[src/rtl/req_ack_scheduler_if.sv]
// Handshake bundle between a group of requesters, the shared resource and the
// req_ack_scheduler. The scheduler connects through the slave modport; the
// environment (requesters plus resource model) drives through the master one.
interface req_ack_scheduler_if #(
    parameter int NREQ  = 4,
    parameter int CNT_W = 8
);
    localparam int ID_W = (NREQ > 1) ? $clog2(NREQ) : 1;

    logic [NREQ-1:0]  req;          // per-requester request level
    logic             res_ack;      // acknowledge from the shared resource
    logic             res_req;      // one-cycle request pulse to the resource
    logic [ID_W-1:0]  res_id;       // requester currently being served
    logic [NREQ-1:0]  done;         // one-hot completion pulse
    logic             err_timeout;  // one-cycle timeout pulse
    logic             busy;         // scheduler is not idle
    logic [CNT_W-1:0] req_cnt;      // accepted requests (wrapping)
    logic [CNT_W-1:0] ack_cnt;      // accepted acknowledges (wrapping)
    logic             stray_ack;    // sticky: ack seen outside WAIT

    // Scheduler side.
    modport slave (
        input  req,
        input  res_ack,
        output res_req,
        output res_id,
        output done,
        output err_timeout,
        output busy,
        output req_cnt,
        output ack_cnt,
        output stray_ack
    );

    // Requesters / resource side.
    modport master (
        output req,
        output res_ack,
        input  res_req,
        input  res_id,
        input  done,
        input  err_timeout,
        input  busy,
        input  req_cnt,
        input  ack_cnt,
        input  stray_ack
    );
endinterface

[src/rtl/req_ack_scheduler.sv]
// Round-robin scheduler that shares one req/ack resource among NREQ
// requesters. Requests are captured on rising edges of the req levels, held
// as pending bits, granted one at a time, and each grant is closed either by
// res_ack (done pulse) or by a TIMEOUT-cycle watchdog (err_timeout pulse).
module req_ack_scheduler #(
    parameter int NREQ    = 4,
    parameter int TIMEOUT = 7,
    parameter int CNT_W   = 8
) (
    input  logic clk,
    input  logic rst_n,
    req_ack_scheduler_if.slave bus
);
    localparam int ID_W  = (NREQ > 1) ? $clog2(NREQ) : 1;
    localparam int TMR_W = $clog2(TIMEOUT + 1);

    // FSM encoding kept as plain constants so the state vector can be probed
    // and compared directly in legacy tooling.
    localparam logic [1:0] ST_IDLE  = 2'd0;
    localparam logic [1:0] ST_ISSUE = 2'd1;
    localparam logic [1:0] ST_WAIT  = 2'd2;

    // ------------------------------------------------------------------
    // State registers
    // ------------------------------------------------------------------
    logic [1:0]       state_q,   state_d;
    logic [ID_W-1:0]  rr_q,      rr_d;
    logic [NREQ-1:0]  pending_q, pending_d;
    logic [NREQ-1:0]  req_q;
    logic             primed_q;
    logic [TMR_W-1:0] timer_q,   timer_d;
    logic [ID_W-1:0]  res_id_q,  res_id_d;
    logic [NREQ-1:0]  done_q,    done_d;
    logic             err_q,     err_d;
    logic [CNT_W-1:0] req_cnt_q, req_cnt_d;
    logic [CNT_W-1:0] ack_cnt_q, ack_cnt_d;
    logic             stray_q,   stray_d;

    // ------------------------------------------------------------------
    // Per-requester edge detection and acceptance
    // ------------------------------------------------------------------
    logic [NREQ-1:0]  rise;
    logic [NREQ-1:0]  accept;
    logic [NREQ-1:0]  id_match;
    logic [CNT_W-1:0] accept_cnt;

    // req_q is cleared by reset, so a level that is already high when reset
    // releases would look like a fresh rise. primed_q masks rise detection on
    // the first edge after reset so such a level is only latched, not counted.
    genvar gi;
    generate
        for (gi = 0; gi < NREQ; gi++) begin : g_req
            assign rise[gi]     = bus.req[gi] & ~req_q[gi] & primed_q;
            assign accept[gi]   = rise[gi] & ~pending_q[gi];
            assign id_match[gi] = (res_id_q == ID_W'(gi));
        end
    endgenerate

    // Number of requests accepted on this edge (several may rise together).
    always_comb begin
        accept_cnt = '0;
        for (int i = 0; i < NREQ; i++) begin
            accept_cnt = accept_cnt + CNT_W'(accept[i]);
        end
    end

    // ------------------------------------------------------------------
    // Round-robin selection: first pending bit at or after rr, wrapping.
    // Scanning offsets from high to low lets the lowest offset win last.
    // ------------------------------------------------------------------
    logic            grant_valid;
    logic [ID_W-1:0] grant_id;
    logic [ID_W:0]   cand;

    // Pick the winner among pending requesters starting at the rr pointer.
    always_comb begin
        grant_valid = 1'b0;
        grant_id    = '0;
        cand        = '0;
        for (int off = NREQ - 1; off >= 0; off--) begin
            cand = {1'b0, rr_q} + (ID_W + 1)'(off);
            if (cand >= (ID_W + 1)'(NREQ)) begin
                cand = cand - (ID_W + 1)'(NREQ);
            end
            if (pending_q[cand[ID_W-1:0]]) begin
                grant_valid = 1'b1;
                grant_id    = cand[ID_W-1:0];
            end
        end
    end

    // Pointer value that follows the requester just served.
    logic [ID_W-1:0] next_rr;
    assign next_rr = (res_id_q == ID_W'(NREQ - 1)) ? '0 : res_id_q + ID_W'(1);

    // ------------------------------------------------------------------
    // Next-state logic
    // ------------------------------------------------------------------
    // FSM, pending bookkeeping, counters and pulse generation.
    always_comb begin
        state_d   = state_q;
        rr_d      = rr_q;
        timer_d   = timer_q;
        res_id_d  = res_id_q;
        ack_cnt_d = ack_cnt_q;
        stray_d   = stray_q;
        done_d    = '0;
        err_d     = 1'b0;

        // New rises become pending; rises on an already pending requester
        // are dropped by the accept mask.
        pending_d = pending_q | accept;
        req_cnt_d = req_cnt_q + accept_cnt;

        // Any acknowledge outside WAIT is unexpected and only flagged.
        if (bus.res_ack && (state_q != ST_WAIT)) begin
            stray_d = 1'b1;
        end

        case (state_q)
            ST_IDLE: begin
                if (grant_valid) begin
                    res_id_d            = grant_id;
                    pending_d[grant_id] = 1'b0;
                    state_d             = ST_ISSUE;
                end
            end

            ST_ISSUE: begin
                timer_d = '0;
                state_d = ST_WAIT;
            end

            ST_WAIT: begin
                // An ack on the last allowed cycle still completes normally.
                if (bus.res_ack) begin
                    state_d   = ST_IDLE;
                    done_d    = id_match;
                    ack_cnt_d = ack_cnt_q + CNT_W'(1);
                    rr_d      = next_rr;
                end else begin
                    timer_d = timer_q + TMR_W'(1);
                    if (timer_q == TMR_W'(TIMEOUT - 1)) begin
                        state_d = ST_IDLE;
                        err_d   = 1'b1;
                        rr_d    = next_rr;
                    end
                end
            end

            default: begin
                state_d = ST_IDLE;
            end
        endcase
    end

    // ------------------------------------------------------------------
    // Registers with asynchronous active-low reset
    // ------------------------------------------------------------------
    // Reset abandons any transaction in flight: no done or err pulse follows.
    always_ff @(posedge clk or negedge rst_n) begin
        if (!rst_n) begin
            state_q   <= ST_IDLE;
            rr_q      <= '0;
            pending_q <= '0;
            req_q     <= '0;
            primed_q  <= 1'b0;
            timer_q   <= '0;
            res_id_q  <= '0;
            done_q    <= '0;
            err_q     <= 1'b0;
            req_cnt_q <= '0;
            ack_cnt_q <= '0;
            stray_q   <= 1'b0;
        end else begin
            state_q   <= state_d;
            rr_q      <= rr_d;
            pending_q <= pending_d;
            req_q     <= bus.req;
            primed_q  <= 1'b1;
            timer_q   <= timer_d;
            res_id_q  <= res_id_d;
            done_q    <= done_d;
            err_q     <= err_d;
            req_cnt_q <= req_cnt_d;
            ack_cnt_q <= ack_cnt_d;
            stray_q   <= stray_d;
        end
    end

    // ------------------------------------------------------------------
    // Outputs
    // ------------------------------------------------------------------
    // res_req and busy decode the state directly so both drop the moment
    // reset is applied.
    assign bus.res_req     = (state_q == ST_ISSUE);
    assign bus.busy        = (state_q != ST_IDLE);
    assign bus.res_id      = res_id_q;
    assign bus.done        = done_q;
    assign bus.err_timeout = err_q;
    assign bus.req_cnt     = req_cnt_q;
    assign bus.ack_cnt     = ack_cnt_q;
    assign bus.stray_ack   = stray_q;

endmodule

[src/flat_wrapper.sv]
// flat-port wrapper written by rule: the top's interface ports become plain ports
module req_ack_scheduler_flat 
#(
    parameter int NREQ    = 4,
    parameter int TIMEOUT = 7,
    parameter int CNT_W   = 8
)
  (clk, rst_n, bus_req, bus_res_ack, bus_res_req, bus_res_id, bus_done, bus_err_timeout, bus_busy, bus_req_cnt, bus_ack_cnt, bus_stray_ack);
  req_ack_scheduler_if #(.NREQ(NREQ), .CNT_W(CNT_W)) bus_i ();
  input  logic clk;
  input  logic rst_n;
  input wire logic [$bits(bus_i.req)-1:0] bus_req;
  input wire logic [$bits(bus_i.res_ack)-1:0] bus_res_ack;
  output wire logic [$bits(bus_i.res_req)-1:0] bus_res_req;
  output wire logic [$bits(bus_i.res_id)-1:0] bus_res_id;
  output wire logic [$bits(bus_i.done)-1:0] bus_done;
  output wire logic [$bits(bus_i.err_timeout)-1:0] bus_err_timeout;
  output wire logic [$bits(bus_i.busy)-1:0] bus_busy;
  output wire logic [$bits(bus_i.req_cnt)-1:0] bus_req_cnt;
  output wire logic [$bits(bus_i.ack_cnt)-1:0] bus_ack_cnt;
  output wire logic [$bits(bus_i.stray_ack)-1:0] bus_stray_ack;
  assign bus_i.req = bus_req;
  assign bus_i.res_ack = bus_res_ack;
  assign bus_res_req = bus_i.res_req;
  assign bus_res_id = bus_i.res_id;
  assign bus_done = bus_i.done;
  assign bus_err_timeout = bus_i.err_timeout;
  assign bus_busy = bus_i.busy;
  assign bus_req_cnt = bus_i.req_cnt;
  assign bus_ack_cnt = bus_i.ack_cnt;
  assign bus_stray_ack = bus_i.stray_ack;
  req_ack_scheduler #(.NREQ(NREQ), .TIMEOUT(TIMEOUT), .CNT_W(CNT_W)) u_core (.clk(clk), .rst_n(rst_n), .bus(bus_i));
endmodule
[config.mk]
export PLATFORM = sky130hd
export DESIGN_NAME = req_ack_scheduler_flat
export DESIGN_NICKNAME = d
export VERILOG_FILES = /design/src/rtl/req_ack_scheduler_if.sv /design/src/rtl/req_ack_scheduler.sv /design/src/flat_wrapper.sv
export SDC_FILE = /design/constraint.sdc
export NUM_CORES = 1
export LEC_CHECK = 0
export CAP_MARGIN = 40
export CORE_AREA = 3 3 69 71
export DETAILED_ROUTE_END_ITERATION = 10
export DIE_AREA = 0 0 72 74
export PLACE_DENSITY = 0.66
export SYNTH_ARGS = -nofsm -noshare
export SYNTH_HDL_FRONTEND = slang
export SYNTH_SLANG_ARGS = --single-unit
export TNS_END_PERCENT = 20
[constraint.sdc]
create_clock -name clk -period 2.63 [get_ports clk]
set_clock_uncertainty 0.05 [all_clocks]
set_input_delay 0.526 -clock clk [delete_from_list [all_inputs] [get_ports clk]]
set_output_delay 0.526 -clock clk [all_outputs]
set_load 0.05 [all_outputs]
# Yosys cells after proc, flatten, opt, wreduce, memory -nomap -nowiden
# Index checks and enable logic that the tools add are counted.
# W data, S select, Z words.
[op_classes] eq_ne=10 add_sub_neg=14 n_bitwise=23 reduce_logical=12 mux=38 n_lt_le_gt_ge=10
[ops] cell="$mux W2" n=14
[ops] cell="$add A8 B1 Y8" n=2
[ops] cell="$mux W4" n=4
[ops] cell="$lt A2 B3 Y1 const B" n=5
[ops] cell="$and A1 B1 Y1" n=12
[ops] cell="$mux W1" n=12
[ops] cell="$reduce_and A2 Y1" n=5
[ops] cell="$ge A3 B3 Y1 const B" n=3
[ops] cell="$add A8 B1 Y8 const B" n=1
[ops] cell="$add A8 B8 Y8" n=1
[ops] cell="$bmux W1 S2" n=4
[ops] cell="$not A1 Y1" n=8
[ops] cell="$sub A2 B1 Y2 const B" n=4
[ops] cell="$add A2 B2 Y3 const B" n=2
[ops] cell="$eq A2 B2 Y1 const B" n=3
[ops] cell="$pmux W2 S3" n=1
[ops] cell="$pmux W3 S2" n=1
[ops] cell="$reduce_bool A2 Y1" n=3
[ops] cell="$and A4 B4 Y4" n=1
[ops] cell="$eq A2 B1 Y1 const B" n=2
[ops] cell="$logic_not A2 Y1" n=2
[ops] cell="$ne A2 B2 Y1 const B" n=2
[ops] cell="$not A4 Y4" n=1
[ops] cell="$or A4 B4 Y4" n=1
[ops] cell="12 further kinds" n=13
[word_totals] word_cells=119 output_inout_bits=26 inputBits=7 register_bits=40

# Depth between registers and ports, before layout
[depth] depth_word=17 ltp_mapped=9 ltp_nobuf=9

# Worst setup path before layout
# Ideal clock, no wire load.
[synth_path] path_kind="in2reg" start="input port bus_req[0]" end="register u_core.req_cnt_q[6] (netlist: u_core.bus.req_cnt[6])" stages=9 path_slack_ps=70 setup_time_ps=141 arrival_time_ps=2368 path_buffers=0 required_time_ps=2439 cell_sequence="nand2_1 nor3_1 ha_1 fa_1 ha_1 fa_1 a21o_1 nand4_1 xnor2_1"
[synth_via] elab_chain_cells=7
[synth_rtl] element="from (decl)" line="flat_wrapper.sv:12" text="input wire logic [$bits(bus_i.req)-1:0] bus_req;"
[synth_rtl] element="$and A1 B1 Y1 (2 in series)" line="req_ack_scheduler.sv:53" text="assign rise[gi] = bus.req[gi] & ~req_q[gi] & primed_q;"
[synth_rtl] element="$and A1 B1 Y1" line="req_ack_scheduler.sv:54" text="assign accept[gi] = rise[gi] & ~pending_q[gi];"
[synth_rtl] element="$add A1 B1 Y2" line="req_ack_scheduler.sv:63" text="accept_cnt = accept_cnt + CNT_W'(accept[i]);"
[synth_rtl] element="$add A8 B1 Y8 (2 in series)" line="req_ack_scheduler.sv:63"
[synth_rtl] element="$add A8 B8 Y8" line="req_ack_scheduler.sv:113" text="req_cnt_d = req_cnt_q + accept_cnt;"
[synth_rtl] element="net u_core.req_cnt_d[6]" line="req_ack_scheduler.sv:35" text="logic [CNT_W-1:0] req_cnt_q, req_cnt_d;"
[synth_rtl] element="to (signal assigned)" line="req_ack_scheduler.sv:185" text="req_cnt_q <= req_cnt_d;"
[synth_rtl] element="to (decl)" line="req_ack_scheduler.sv:35"
# The timed path passes the listed nets, and every way through them passes these cells.
# A chain may end at the register's enable or synchronous reset.

# Final worst setup path
[layout_path] start="input port bus_req[0]" end="register u_core.pending_q[0]"
[layout_via] elab_chain_cells=7
[layout_rtl] element="$and A1 B1 Y1 (*) (2 in series)" line="req_ack_scheduler.sv:53"
[layout_rtl] element="$and A1 B1 Y1 (*)" line="req_ack_scheduler.sv:54"
[layout_rtl] element="$or A4 B4 Y4 (*)" line="req_ack_scheduler.sv:112" text="pending_d = pending_q | accept;"
[layout_rtl] element="$and A4 B4 Y4 (no source line)"
[layout_rtl] element="$mux W4" line="req_ack_scheduler.sv:122" text="if (grant_valid) begin"
[layout_rtl] element="$mux W4 (*)" line="req_ack_scheduler.sv:120" text="case (state_q)"
[layout_rtl] element="net u_core.pending_d[0]" line="req_ack_scheduler.sv:28" text="logic [NREQ-1:0] pending_q, pending_d;"
[layout_rtl] element="to (signal assigned)" line="req_ack_scheduler.sv:178" text="pending_q <= pending_d;"
[layout_rtl] element="to (decl)" line="req_ack_scheduler.sv:28"
# The timed path passes the listed nets; every way through them passes the cells marked *.

==> flow_summary_export.csv <==
group,metric,value,unit
outcome,status,"finished, final reports clean",
setup_path,reg2reg_from,"u_core.primed_q$_DFF_PN0_",
grt,grt_max_degree,31,
floorplanning,die_height,74,um
grt,grt_use_total,15.3,%
floorplanning,die-area,5330,um^2
floorplanning,coreArea,4290,um^2
layout,fillers,345,
setup_path,crit_path_max_incr_delay,0.25,ns
yosys,synth_cell_types,39,
place,place_inst,253,
place,numPortBuffers,32,
setup_path,path_class,"in2reg",
setup_path,cp_cell_sequence,"dlygate4sd2_1 -> nand2_2 -> buf_4 -> buf_4 -> buf_4 -> buf_4 -> buf_4 -> buf_4 -> buf_4 -> buf_4 -> buf_4 -> buf_4 -> buf_4 -> buf_4 -> buf_4 -> buf_4 -> nor2_1 -> o32a_1",
hold_path,hold_path_class,"in2async",
routing,routedWlPerCell,13.8,um
yosys,syn_inst,166,
clock_tree,cts.sinks,40,
layout,multi_input_area,830,um^2
setup_path,slowest_stage,"dlygate4sd2_1",
yosys,synthXorXnorAreaFrac,6.12,%
yosys,synth-simple-area-share,14.7,%
clock_tree,clock-root-buffer,"clkbuf_8",
yosys,synth_top_family_by_area,"simple AND/OR/NAND/NOR gates",
setup_path,start_kind,"input port",
grt,grt_first_pass_wirelength,6260,um
yosys,syn-cell-area,1860,um^2
yosys,synth_top_area_cell,"dfrtp_1",
clock_tree,cts_htree_levels,2,
floorplanning,rows,24,
yosys,synth_nets,187,
yosys,async_flop_share,100,%
yosys,yosysSeqAreaShare,53.8,%
floorplanning,die_w,72,um
sta,max_slew.worst_pin.slew,0.508,ns
sta,hold_violations,0,
routing,ant_nets,0,
grt,overflow,0,
yosys,synthAdderAreaFrac,10.2,%
yosys,synthMuxAreaShare,1.21,%
sta,final-setup-viol-count,0,
yosys,synth_warnings,0,
layout,instances_no_fill,276,
clock_tree,path_clk_slew,0.08,ns
floorplanning,start_util,43.4,%
clock_tree,cts_tree,"done",
routing,wl,3820,um
layout,regArea,1000,um^2
setup_path,cp-end-kind,"flop",
routing,first_pass_iters,4,
yosys,yosysMostFrequentCell,"dfrtp_1",
setup_path,crit_family,"buffers and inverters",
clock_tree,clock_latency,0.29,ns
layout,layout.nets,244,
grt,grt_pass1_vias,1352,
place,gp_congestion,0.856,
yosys,synth_compound_area_share,10.6,%
power_and_ir_drop,powerDensity,1140,nW/um^2
routing,vias_per_cell,4.97,
sta,max_freq,384,MHz
layout,syn_to_final_growth,36.0,%
setup_path,arrival,2.79,ns
yosys,ys.flop_type,"dfrtp_1",
clock_tree,cts_made_buffers,5,
yosys,synth_area_leaders,"dfrtp_1 (54%), ha_1 (8.1%), xnor2_1 (3.8%), nand2_1 (2.8%), nor2_1 (2.4%)",
clock_tree,cts_buffer_depth,2,
yosys,yosys-top-cells-count,"dfrtp_1 (40), nand2_1 (14), ha_1 (12), nor2_1 (12)",
routing,drt_drc_violations_left,0,
yosys,yosys_register_bits,40,
yosys,avgSynthCellArea,11.2,um^2
setup_path,cp_max_fo,2,
grt,antenna_found_initial,0,
flow_run,maxCapViolations,0,
setup_path,required,2.81,ns
power_and_ir_drop,peakVddDrop,0.000525,V
routing,vias,1373,
layout,drive_gt1_share,20.1,%
sta,hold_ws,0.0586,ns
setup_path,critical_path.most_common_cell,"buf_4",
routing,drt_iter0_markers,26,
setup_path,cp.buffers_inverters,15,
sta,fin_crit,2.60,ns
place,hpwlAfterDp,2650,um
sta,fin_crit_sh,99.0,%
floorplanning,ios,33,
sta,slew_viol_final,0,
sta,setup_tns,0,ns
sta,relSlewSlack,66.0,%
yosys,netlist.area_leader.share,53.8,%
layout,n_antenna_cell,0,
power_and_ir_drop,p_leak,1.17,nW
yosys,synth-edff-count,0,
setup_path,rr_worst_depth,17,
setup_path,reg2reg_slack,0.10,ns
setup_path,reg2reg_to,"u_core.pending_q[0]$_DFF_PN0_",
routing by layer:
metal | track usage [%] | vias up | part of all wire (%)
met4 | 5.64 | 0 | 1.2
li1 | - | 679 | -
met3 | 4.05 | 4 | 3.1
met1 | 19.3 | 658 | 47
met2 | 25.5 | 32 | 49
met5 | 0 | - | 0
worst max-delay path by stage:
| stage | from | to | slack, ns | cells past startpoint |
|---|---|---|---|---|
| 2_1_floorplan | bus_req[0] | u_core.bus.req_cnt[6]$_DFF_PN0_ | 0.07 | 9 |
| 3_3_place_gp | bus_req[0] | u_core.bus.req_cnt[6]$_DFF_PN0_ | -0.47 | 10 |
| 3_5_place_dp | bus_req[0] | u_core.bus.req_cnt[6]$_DFF_PN0_ | -0.53 | 10 |
| 4_1_cts | bus_req[2] | u_core.bus.req_cnt[6]$_DFF_PN0_ | 0.05 | 9 |
| 5_1_grt | bus_req[0] | u_core.bus.req_cnt[4]$_DFF_PN0_ | -0.04 | 10 |
| 6_report | bus_req[0] | u_core.pending_q[0]$_DFF_PN0_ | 0.03 | 18 |
repair_timing:
action                                  4_1_cts  5_1_grt
gates cloned                                  0        0
setup buffers                                14        1
hold buffers                                  0        0
endpoints found under the setup margin        6        3
gates resized for setup                       8        3
pin swaps                                     6        2
sequential cells by signal (all words and copies together) (netlist names):
signal,count
u_core.bus.err_timeout,1
u_core.bus.req_cnt,8
u_core.req_q,4
u_core.bus.res_id,2
u_core.bus.ack_cnt,8
u_core.rr_q,2
u_core.bus.done,4
u_core.state_q,2
u_core.pending_q,4
u_core.timer_q,3
u_core.bus.stray_ack,1
u_core.primed_q,1
cell usage in the layout, fill, tap and decap left out, types with 2 or more instances in the layout:
cell / netlist / final
a21o_1: 4 / 4
a21oi_1: 7 / 6
a31oi_1: 2 / 2
and2_1: 4 / 4
buf_4: 3 / 21
clkbuf_8: 0 / 5
clkdlybuf4s50_1: 0 / 29
dfrtp_1: 40 / 39
dlygate4sd2_1: 0 / 2
ha_1: 12 / 11
inv_1: 8 / 8
nand2_1: 14 / 12
nand2_2: 0 / 2
nand2b_1: 2 / 2
nand3_1: 3 / 3
nand4_1: 3 / 3
nor2_1: 12 / 12
nor2b_1: 2 / 2
nor3_1: 8 / 5
nor3_2: 0 / 3
o21ai_0: 6 / 6
o32a_1: 2 / 2
xnor2_1: 8 / 8
xor2_1: 5 / 5
stage by stage:
step	area (um^2)	setup WS [ns]	utilization, %	total power [mW]
after CTS	2520	0.0528	58.6	2.89
after detailed placement	2280	-0.533	53.1	2.35
final	2530	0.0271	59.0	2.87
after floorplan	1860	0.0704	-	1.91
after global routing	2530	-0.0355	59.0	3.05
after global placement	2260	-0.468	52.7	2.30
area by class of cell:
cell class | count | area share [%]
Sequential cell | 40 | 39.6
Multi-Input combinational cell | 113 | 32.8
Timing Repair Buffer | 54 | 19.4
Clock buffer | 5 | 2.72
Tap cell | 52 | 2.57
Clock inverter | 3 | 1.68
Inverter | 9 | 1.33
logic make-up (layout without fill, tap and decap cells):
group                      Yosys count  after routing
and+or+nand+nor                     55             55
buffers and inverters               13             71
AOI/OAI and AO/OA                   28             28
other                                1              1
xor gates and xnor gates            13             13
adders and majority gates           14             14
muxes                                2              2
DFF                                 40             40
where the power goes:
group | internal [mW] | leakage [nW] | switching [mW]
Sequential | 0.797 | 0.503 | 0.229
Combinational | 0.523 | 0.612 | 0.823
Clock | 0.281 | 0.0541 | 0.223
No activity file was read; power rests on OpenSTA's default activity.
